--- src/rtl/core_data_wb_bridge_if.sv ---
// Wishbone B4 pipelined bus bundle between the core data bridge (master) and the data interconnect (slave).
interface core_data_wb_bridge_if #(
  parameter int ADDR_W = 32,
  parameter int DATA_W = 32
);
  logic                  wb_cyc_o;
  logic                  wb_stb_o;
  logic                  wb_we_o;
  logic [ADDR_W-1:0]     wb_adr_o;
  logic [DATA_W-1:0]     wb_dat_o;
  logic [DATA_W/8-1:0]   wb_sel_o;
  logic                  wb_stall_i;
  logic                  wb_ack_i;
  logic [DATA_W-1:0]     wb_dat_i;
  logic                  wb_err_i;

  modport master (
    output wb_cyc_o, wb_stb_o, wb_we_o, wb_adr_o, wb_dat_o, wb_sel_o,
    input  wb_stall_i, wb_ack_i, wb_dat_i, wb_err_i
  );

  modport slave (
    input  wb_cyc_o, wb_stb_o, wb_we_o, wb_adr_o, wb_dat_o, wb_sel_o,
    output wb_stall_i, wb_ack_i, wb_dat_i, wb_err_i
  );
endinterface

--- src/rtl/core_data_wb_bridge.sv ---
// Pipelined Wishbone B4 master for the core data port: up to MAX_OUTSTANDING requests in flight, in-order responses.
// Optional response watchdog enabled by defining WB_BRIDGE_TIMEOUT_EN.
//
// state   | meaning
// S_IDLE  | nothing outstanding
// S_BUSY  | one or more requests issued and not yet acknowledged
// S_ABORT | single cycle after err/timeout, cyc low, all requests stalled
module core_data_wb_bridge #(
  parameter int ADDR_W          = 32,
  parameter int DATA_W          = 32,
  parameter int MAX_OUTSTANDING = 2,
  parameter int TIMEOUT_CYCLES  = 255
) (
  input  logic                clk_i,
  input  logic                reset_i,
  input  logic                data_req_i,
  input  logic                data_wen_i,
  input  logic [ADDR_W-1:0]   data_addr_i,
  input  logic [DATA_W-1:0]   data_wdata_i,
  input  logic [DATA_W/8-1:0] data_wmask_i,
  output logic                data_stall_o,
  output logic [DATA_W-1:0]   data_rdata_o,
  output logic                data_valid_o,
  output logic                data_err_o,
  core_data_wb_bridge_if.master wb
);

  localparam int CNT_W = $clog2(MAX_OUTSTANDING + 1);

  typedef enum logic [1:0] {S_IDLE, S_BUSY, S_ABORT} state_e;

  state_e            state_q, state_d;
  logic [CNT_W-1:0]  count_q, count_d;
  logic              valid_q, valid_d;
  logic              err_q, err_d;
  logic [DATA_W-1:0] rdata_q, rdata_d;

  logic can_issue;
  logic stb;
  logic accept;
  logic ack_v;
  logic err_v;
  logic timeout;

  assign can_issue = (state_q != S_ABORT) && (count_q < CNT_W'(MAX_OUTSTANDING));
  // reset_i gates the strobe so the bus is quiet for the whole reset pulse
  assign stb       = data_req_i & can_issue & reset_i;
  assign accept    = stb & ~wb.wb_stall_i;
  assign ack_v     = wb.wb_ack_i & (count_q != '0);
  assign err_v     = wb.wb_err_i & (count_q != '0);

  assign wb.wb_stb_o = stb;
  assign wb.wb_cyc_o = stb | (state_q == S_BUSY);
  assign wb.wb_we_o  = ~data_wen_i;
  assign wb.wb_adr_o = data_addr_i;
  assign wb.wb_dat_o = data_wdata_i;
  assign wb.wb_sel_o = data_wmask_i;

  assign data_stall_o = data_req_i & (~can_issue | wb.wb_stall_i | ~reset_i);
  assign data_valid_o = valid_q;
  assign data_err_o   = err_q;
  assign data_rdata_o = rdata_q;

`ifdef WB_BRIDGE_TIMEOUT_EN
  localparam int WD_W = $clog2(TIMEOUT_CYCLES + 1);

  logic [WD_W-1:0] wd_q, wd_d;

  // Fires on the cycle the counter would reach TIMEOUT_CYCLES, so the error pulse follows like a bus err.
  always_comb begin
    wd_d    = '0;
    timeout = 1'b0;
    if ((state_q == S_BUSY) && !wb.wb_ack_i && !accept) begin
      if (wd_q == WD_W'(TIMEOUT_CYCLES - 1)) begin
        timeout = 1'b1;
      end else begin
        wd_d = wd_q + WD_W'(1);
      end
    end
  end

  always_ff @(posedge clk_i or negedge reset_i) begin
    if (!reset_i) begin
      wd_q <= '0;
    end else begin
      wd_q <= wd_d;
    end
  end
`else
  assign timeout = 1'b0;
  logic unused_timeout_cfg;
  assign unused_timeout_cfg = |TIMEOUT_CYCLES;
`endif

  always_comb begin
    state_d = state_q;
    count_d = count_q;
    valid_d = 1'b0;
    err_d   = 1'b0;
    rdata_d = rdata_q;
    if (err_v || timeout) begin
      // remaining in-flight requests are dropped without individual responses
      err_d   = 1'b1;
      count_d = '0;
      state_d = S_ABORT;
    end else begin
      if (ack_v) begin
        valid_d = 1'b1;
        rdata_d = wb.wb_dat_i;
      end
      case ({accept, ack_v})
        2'b10:   count_d = count_q + CNT_W'(1);
        2'b01:   count_d = count_q - CNT_W'(1);
        default: count_d = count_q;
      endcase
      unique case (state_q)
        S_IDLE:  if (accept) state_d = S_BUSY;
        S_BUSY:  if (count_d == '0) state_d = S_IDLE;
        S_ABORT: state_d = S_IDLE;
        default: state_d = S_IDLE;
      endcase
    end
  end

  always_ff @(posedge clk_i or negedge reset_i) begin
    if (!reset_i) begin
      state_q <= S_IDLE;
      count_q <= '0;
      valid_q <= 1'b0;
      err_q   <= 1'b0;
      rdata_q <= '0;
    end else begin
      state_q <= state_d;
      count_q <= count_d;
      valid_q <= valid_d;
      err_q   <= err_d;
      rdata_q <= rdata_d;
    end
  end

endmodule
--- src/flat_wrapper.sv ---
// flat-port wrapper written by rule: the top's interface ports become plain ports
module core_data_wb_bridge_flat 
#(
  parameter int ADDR_W          = 32,
  parameter int DATA_W          = 32,
  parameter int MAX_OUTSTANDING = 2,
  parameter int TIMEOUT_CYCLES  = 255
)
  (clk_i, reset_i, data_req_i, data_wen_i, data_addr_i, data_wdata_i, data_wmask_i, data_stall_o, data_rdata_o, data_valid_o, data_err_o, wb_wb_cyc_o, wb_wb_stb_o, wb_wb_we_o, wb_wb_adr_o, wb_wb_dat_o, wb_wb_sel_o, wb_wb_stall_i, wb_wb_ack_i, wb_wb_dat_i, wb_wb_err_i);
  core_data_wb_bridge_if #(.ADDR_W(ADDR_W), .DATA_W(DATA_W)) wb_i ();
  input  logic clk_i;
  input  logic reset_i;
  input  logic data_req_i;
  input  logic data_wen_i;
  input  logic [ADDR_W-1:0] data_addr_i;
  input  logic [DATA_W-1:0] data_wdata_i;
  input  logic [DATA_W/8-1:0] data_wmask_i;
  output logic data_stall_o;
  output logic [DATA_W-1:0] data_rdata_o;
  output logic data_valid_o;
  output logic data_err_o;
  output wire logic [$bits(wb_i.wb_cyc_o)-1:0] wb_wb_cyc_o;
  output wire logic [$bits(wb_i.wb_stb_o)-1:0] wb_wb_stb_o;
  output wire logic [$bits(wb_i.wb_we_o)-1:0] wb_wb_we_o;
  output wire logic [$bits(wb_i.wb_adr_o)-1:0] wb_wb_adr_o;
  output wire logic [$bits(wb_i.wb_dat_o)-1:0] wb_wb_dat_o;
  output wire logic [$bits(wb_i.wb_sel_o)-1:0] wb_wb_sel_o;
  input wire logic [$bits(wb_i.wb_stall_i)-1:0] wb_wb_stall_i;
  input wire logic [$bits(wb_i.wb_ack_i)-1:0] wb_wb_ack_i;
  input wire logic [$bits(wb_i.wb_dat_i)-1:0] wb_wb_dat_i;
  input wire logic [$bits(wb_i.wb_err_i)-1:0] wb_wb_err_i;
  assign wb_wb_cyc_o = wb_i.wb_cyc_o;
  assign wb_wb_stb_o = wb_i.wb_stb_o;
  assign wb_wb_we_o = wb_i.wb_we_o;
  assign wb_wb_adr_o = wb_i.wb_adr_o;
  assign wb_wb_dat_o = wb_i.wb_dat_o;
  assign wb_wb_sel_o = wb_i.wb_sel_o;
  assign wb_i.wb_stall_i = wb_wb_stall_i;
  assign wb_i.wb_ack_i = wb_wb_ack_i;
  assign wb_i.wb_dat_i = wb_wb_dat_i;
  assign wb_i.wb_err_i = wb_wb_err_i;
  core_data_wb_bridge #(.ADDR_W(ADDR_W), .DATA_W(DATA_W), .MAX_OUTSTANDING(MAX_OUTSTANDING), .TIMEOUT_CYCLES(TIMEOUT_CYCLES)) u_core (.clk_i(clk_i), .reset_i(reset_i), .data_req_i(data_req_i), .data_wen_i(data_wen_i), .data_addr_i(data_addr_i), .data_wdata_i(data_wdata_i), .data_wmask_i(data_wmask_i), .data_stall_o(data_stall_o), .data_rdata_o(data_rdata_o), .data_valid_o(data_valid_o), .data_err_o(data_err_o), .wb(wb_i));
endmodule
--- config.mk ---
export PLATFORM = sky130hd
export DESIGN_NAME = core_data_wb_bridge_flat
export DESIGN_NICKNAME = d
export VERILOG_FILES = /design/src/rtl/core_data_wb_bridge_if.sv /design/src/rtl/core_data_wb_bridge.sv /design/src/flat_wrapper.sv
export SDC_FILE = /design/constraint.sdc
export NUM_CORES = 1
export LEC_CHECK = 0
export BUFFER_PORTS_ARGS = -buffer_cell sky130_fd_sc_hd__buf_2
export CORE_ASPECT_RATIO = 0.7
export CORE_MARGIN = 1.5
export CORE_UTILIZATION = 30
export DETAILED_ROUTE_END_ITERATION = 8
export PLACE_DENSITY = 0.68
export SYNTH_ARGS = -nofsm -noshare
export SYNTH_HDL_FRONTEND = slang
export SYNTH_SLANG_ARGS = --single-unit
--- constraint.sdc ---
create_clock -name clk_i -period 3.1 [get_ports clk_i]
set_clock_uncertainty 0.2 [all_clocks]
set_input_delay 0.155 -clock clk_i [delete_from_list [all_inputs] [get_ports clk_i]]
set_output_delay 0.155 -clock clk_i [all_outputs]
set_load 0.02 [all_outputs]
# After elaboration in Yosys (flattened, before gate mapping)
# Cells that the tools add are included.
[word_totals]
ff_bits = 38
inputBits = 107
out_inout_bits = 106
elab_cells = 44
[op_classes]
add_sub_neg = 2
order_cmp = 1
n_eq_ne = 6
n_mux = 10
n_bitwise = 14
reduce_logical = 6
[op_table]
columns = ["cell", "count"]
rows = [
  ["two-way mux 2 bit", 5],
  ["case mux 2 bit (2 select lines)", 2],
  ["bitwise AND 1 bit", 6],
  ["NOT 1 bit", 5],
  ["== test 2 x 1 -> 1 bit (second input constant)", 2],
  ["logical NOT 2 bit", 2],
  ["AND reduction 2 bit", 2],
  ["two-way mux 1 bit", 3],
  ["inequality test 3 x 1 -> 1 bit (second input constant)", 1],
  ["inequality test 3 x 2 -> 1 bit (second input constant)", 1],
  ["bitwise OR 1 bit", 3],
  ["adder 2 x 1 -> 2 bit (second input constant)", 1],
  ["== test 2 bit (second input constant)", 1],
  ["< comparator 2 bit (second input constant)", 1],
  ["inequality test 2 bit (second input constant)", 1],
  ["nonzero test 2 bit", 1],
  ["subtractor 2 x 1 -> 2 bit (second input constant)", 1],
  ["logical AND 1 bit", 1],
]

# Depth between registers and ports, before layout
[depth]
ltp_word = 12
ltp_mapped = 7
depth_no_buf = 6

# Worst setup path after synthesis
# No wires, ideal clock.
[synth_path]
path_kind = "reg2reg"
start = "reg u_core.count_q[1]"
end = "reg u_core.state_q[0]"
setup_time_ns = 0.119
t_arrival_ns = 1.861
required_ns = 2.781
path_slack_ns = 0.920
stages_incl_launch_ff = 8
path_buffers = 1
period_less_slack_ns = 2.180
cell_sequence = "dfrtp_1 > buf_6 > nand2b_1 > or3_1 > ha_1 > nor4bb_1 > nor4_1 > o21a_1"
[synth_via]
elab_chain_len = 11
word_cells_on_any_way = 19
classes_between = "add/sub (2); order compare (1); eq/ne (4); mux (3); bitwise (5); reduce/logical (4)"
[synth_lines]
columns = ["item", "line_no", "rtl"]
rows = [
  ["start, declared", "core_data_wb_bridge.sv:33", "logic [CNT_W-1:0] count_q, count_d;"],
  ["start signal, assigned", "core_data_wb_bridge.sv:134", "count_q <= count_d;"],
  ["< comparator 2 bit", "core_data_wb_bridge.sv:45", "assign can_issue = (state_q != S_ABORT) && (count_q < CNT_W'(MAX_OUTSTANDING));"],
  ["logical AND 1 bit", "core_data_wb_bridge.sv:45", ""],
  ["bitwise AND 1 bit (2 in a row)", "core_data_wb_bridge.sv:47", "assign stb = data_req_i & can_issue & reset_i;"],
  ["bitwise AND 1 bit", "core_data_wb_bridge.sv:48", "assign accept = stb & ~wb.wb_stall_i;"],
  ["== test 2 x 1 -> 1 bit or == test 2 bit (tied branches)", "core_data_wb_bridge.sv:111", "case ({accept, ack_v})"],
  ["case mux 2 bit (2 select lines)", "core_data_wb_bridge.sv:111", ""],
  ["two-way mux 2 bit", "core_data_wb_bridge.sv:101", "if (err_v || timeout) begin"],
  ["logical NOT 2 bit", "core_data_wb_bridge.sv:118", "S_BUSY: if (count_d == '0) state_d = S_IDLE;"],
  ["inequality test 3 x 2 -> 1 bit (no line)", "-", ""],
  ["AND reduction 2 bit (no line)", "-", ""],
  ["end signal, assigned", "core_data_wb_bridge.sv:133", "state_q <= state_d;"],
  ["end, declared", "core_data_wb_bridge.sv:32", "state_e state_q, state_d;"],
]
# Parallel ways exist; a longest one is shown, timed or not. The select of a mux whose other input is x is not followed.
# A chain may end at the register's enable or synchronous reset.

# Worst setup path after layout
# Same ends and word-level chain as after synthesis.

==> results.yml <==
drt:
  vias: 1319
  drt_iter0_markers: 28
  drt_pass1_iterations: 3
  totalWireLength_mm: 3.97
  wl_per_cell_um: 12.5
  vias_per_cell: 4.15
  drc: 0
  drtAntennaViolNets: 0
floorplanning:
  ioPinCount: 213
  die_height_um: 75.3
  core_area_um2: 7250
  fp.dieArea_um2: 8000
  start_util_pct: 30.9
  num_rows: 26
  fp.dieW_um: 106
setup_path:
  crit_required_ns: 3.07
  arrival_ns: 2.26
  critical_path_class: "flip-flop to flip-flop"
  end_kind: "flip-flop"
  regToRegSetupSlack_ns: 0.81
  cp-start-kind: "flip-flop"
  crit_fanout: 9
clocking:
  post_cts_buffers: 0
  clkSlewWorstSetupHoldPaths_ns: 0.07
  htreeDepth: 2
  root_buffer: "clkbuf_8"
  clockBufferDepth: 2
  clock_latency_ns: 0.28
  cts_tree: "done"
  numCtsBuffers: 5
  cts.sinks: 38
pwr:
  power_density_nw_per_um2: 912
  cellLeakagePower_nw: 1.27
  totalPowerFinal_mw: 2.35
  vdd_drop_max_uv: 294
finish:
  antennaDiodeCount: 0
  final_util_pct: 35.6
  fillerInstances: 689
  design_area_um2: 2580
  drive_above_1_share_pct: 55.0
  fin_nets: 328
  areaGrowthSynthToFinish_pct: 15.2
  stdcell_count: 318
placed_design:
  post-dp-hpwl_mm: 2.52
  place_inst: 277
  place_congestion: 0.739
  placed_cell_area_um2: 2160
  pre_cts_ws_ns: 0.816
  port-buffer-count: 76
yosys:
  netlist_instances: 174
  syn_nets: 282
  async_reset_ff_share_pct: 100
  yosys_most_used_dff: "dfrtp_1"
  synth_top_area_cell: "dfrtp_1"
  synthDistinctLibCells: 25
  synth_top_area_share_pct: 42.5
  syn-mean-instance-area_um2: 12.9
  synth_warnings: 0
  synth_edf_count: 0
  ys_top_cells_by_area: "dfrtp_1, buf_4, mux2_4"
  yosysSeqAreaShare_pct: 42.5
  ys_seq_elements: 38
  synth_area_um2: 2240
worst_hold_path:
  hp-class: "input pin to output pin"
sta:
  setup_viol: 0
  slew_violations: 0
  fmax_mhz: 437
  tns_ns: 0
  tightest_slew_ns: 0.476
  finalHoldViolations: 0
  finalCritPeriodShare_pct: 73.8
  period_needed_ns: 2.29
  rsz0062_at_grt: "false"
  maxSlewHeadroom_pct: 68.3
  setup_ws_ns: 0.811
  whs_ns: 0.110
grt:
  grt_pass1_wl_mm: 5.95
  grt_usage_pct: 9.96
  grt_max_degree: 39
  antenna_found_initial: 0
  grt_pass1_vias: 1222
  grt_overflow: 0
run_status:
  outcome: "finished clean"
job:
  maxCapViolCount: 0
[where the power goes]
part	internal (mW)	total, mW	switching (mW)
registers	0.738	0.881	0.143
logic	0.590	1.16	0.569
clock network	0.151	0.310	0.160
total	1.48	2.35	0.872
[worst paths after layout]
path / from / end / depth (start not counted)
max: u_core.count_q[1]$_DFF_PN0_ / u_core.state_q[0]$_DFFE_PN0P_ / 6
min: data_addr_i[16] / wb_wb_adr_o[16] / 0
max reg2reg: u_core.count_q[1]$_DFF_PN0_ / u_core.state_q[0]$_DFFE_PN0P_ / 6
min reg2reg: u_core.data_rdata_o[8]$_DFFE_PN0P_ / u_core.data_rdata_o[8]$_DFFE_PN0P_ / 1
max in group asynchronous: reset_i / u_core.data_rdata_o[7]$_DFFE_PN0P_ / 3
min in group asynchronous: reset_i / u_core.data_rdata_o[8]$_DFFE_PN0P_ / 3
[synth_stat cells (2+ instances only)]
master,number
o21a_1,4
buf_12,3
buf_6,3
mux2_4,29
inv_1,3
mux2_2,3
nand2b_1,2
nor2b_1,2
nor4_1,2
o21ai_0,2
nor2_1,3
buf_4,68
dfrtp_1,38
[cell families (layout without fill, tap and decap cells)]
logic type	Yosys count	in the layout	share of synthesized area [%]
AO/OA/AOI/OAI	8	8	2.51
XOR/XNOR	2	2	0.782
adder cells (fa/ha/maj)	1	1	0.559
buffers and inverters	77	123	27.5
flip-flops	38	38	42.5
multiplexers	33	33	21.4
AND/OR/NAND/NOR	15	15	4.80
[cell type report]
type / count / area [µm²] / share of cell area [%]
sequential: 38 / 951 / 36.9
timing repair buffer: 113 / 743 / 28.8
multi-input combinational: 59 / 673 / 26.1
tap: 98 / 123 / 4.75
clock buffer: 5 / 68.8 / 2.67
inverter: 3 / 11.3 / 0.436
clock inverter: 2 / 10.0 / 0.388
[layer usage]
| layer | track usage, % | share of wire, % |
|---|---|---|
| met5 | 0 | 0 |
| met4 | 6.46 | 2.1 |
| met3 | 4.79 | 8.8 |
| met2 | 14.6 | 43 |
| met1 | 11.8 | 46 |
[worst max-delay path: stages (launching register included)]
cell and delay, ns:
dfrtp_1 0.45, nand2b_1 0.22, or3_1 0.39, ha_1 0.35, nor4bb_1 0.29, nor4_1 0.09
o21a_1 0.19
[repair_timing]
item	in CTS	in global routing
gates resized for setup	0	0
endpoints found under the hold margin	72	0
hold buffers	34	0
endpoints found under the setup margin	0	0
[registers in the layout, summed over array words and instances (netlist names)]
name	cells
u_core.count_q	2
u_core.data_err_o	1
u_core.data_rdata_o	32
u_core.data_valid_o	1
u_core.state_q	2
[cell usage in the layout (no fill, tap or decap), drive strengths merged]
| cell type | count |
|---|---|
| nor3b | 1 |
| clkinv | 2 |
| mux2 | 32 |
| clkbuf | 5 |
| nor2b | 3 |
| dlygate4sd3 | 34 |
| nand2b | 2 |
| mux2i | 1 |
| and4bb | 1 |
| buf | 79 |
| or3 | 1 |
| nor4bb | 1 |
| o21ai | 2 |
| dfrtp | 38 |
| nor2 | 3 |
| xnor2 | 1 |
| o31a | 1 |
| xor2 | 1 |
| inv | 3 |
| nor4 | 2 |
| o21a | 4 |
| ha | 1 |
| or3b | 1 |
| o31ai | 1 |
Note: power is estimated with default switching activity, not from simulation.
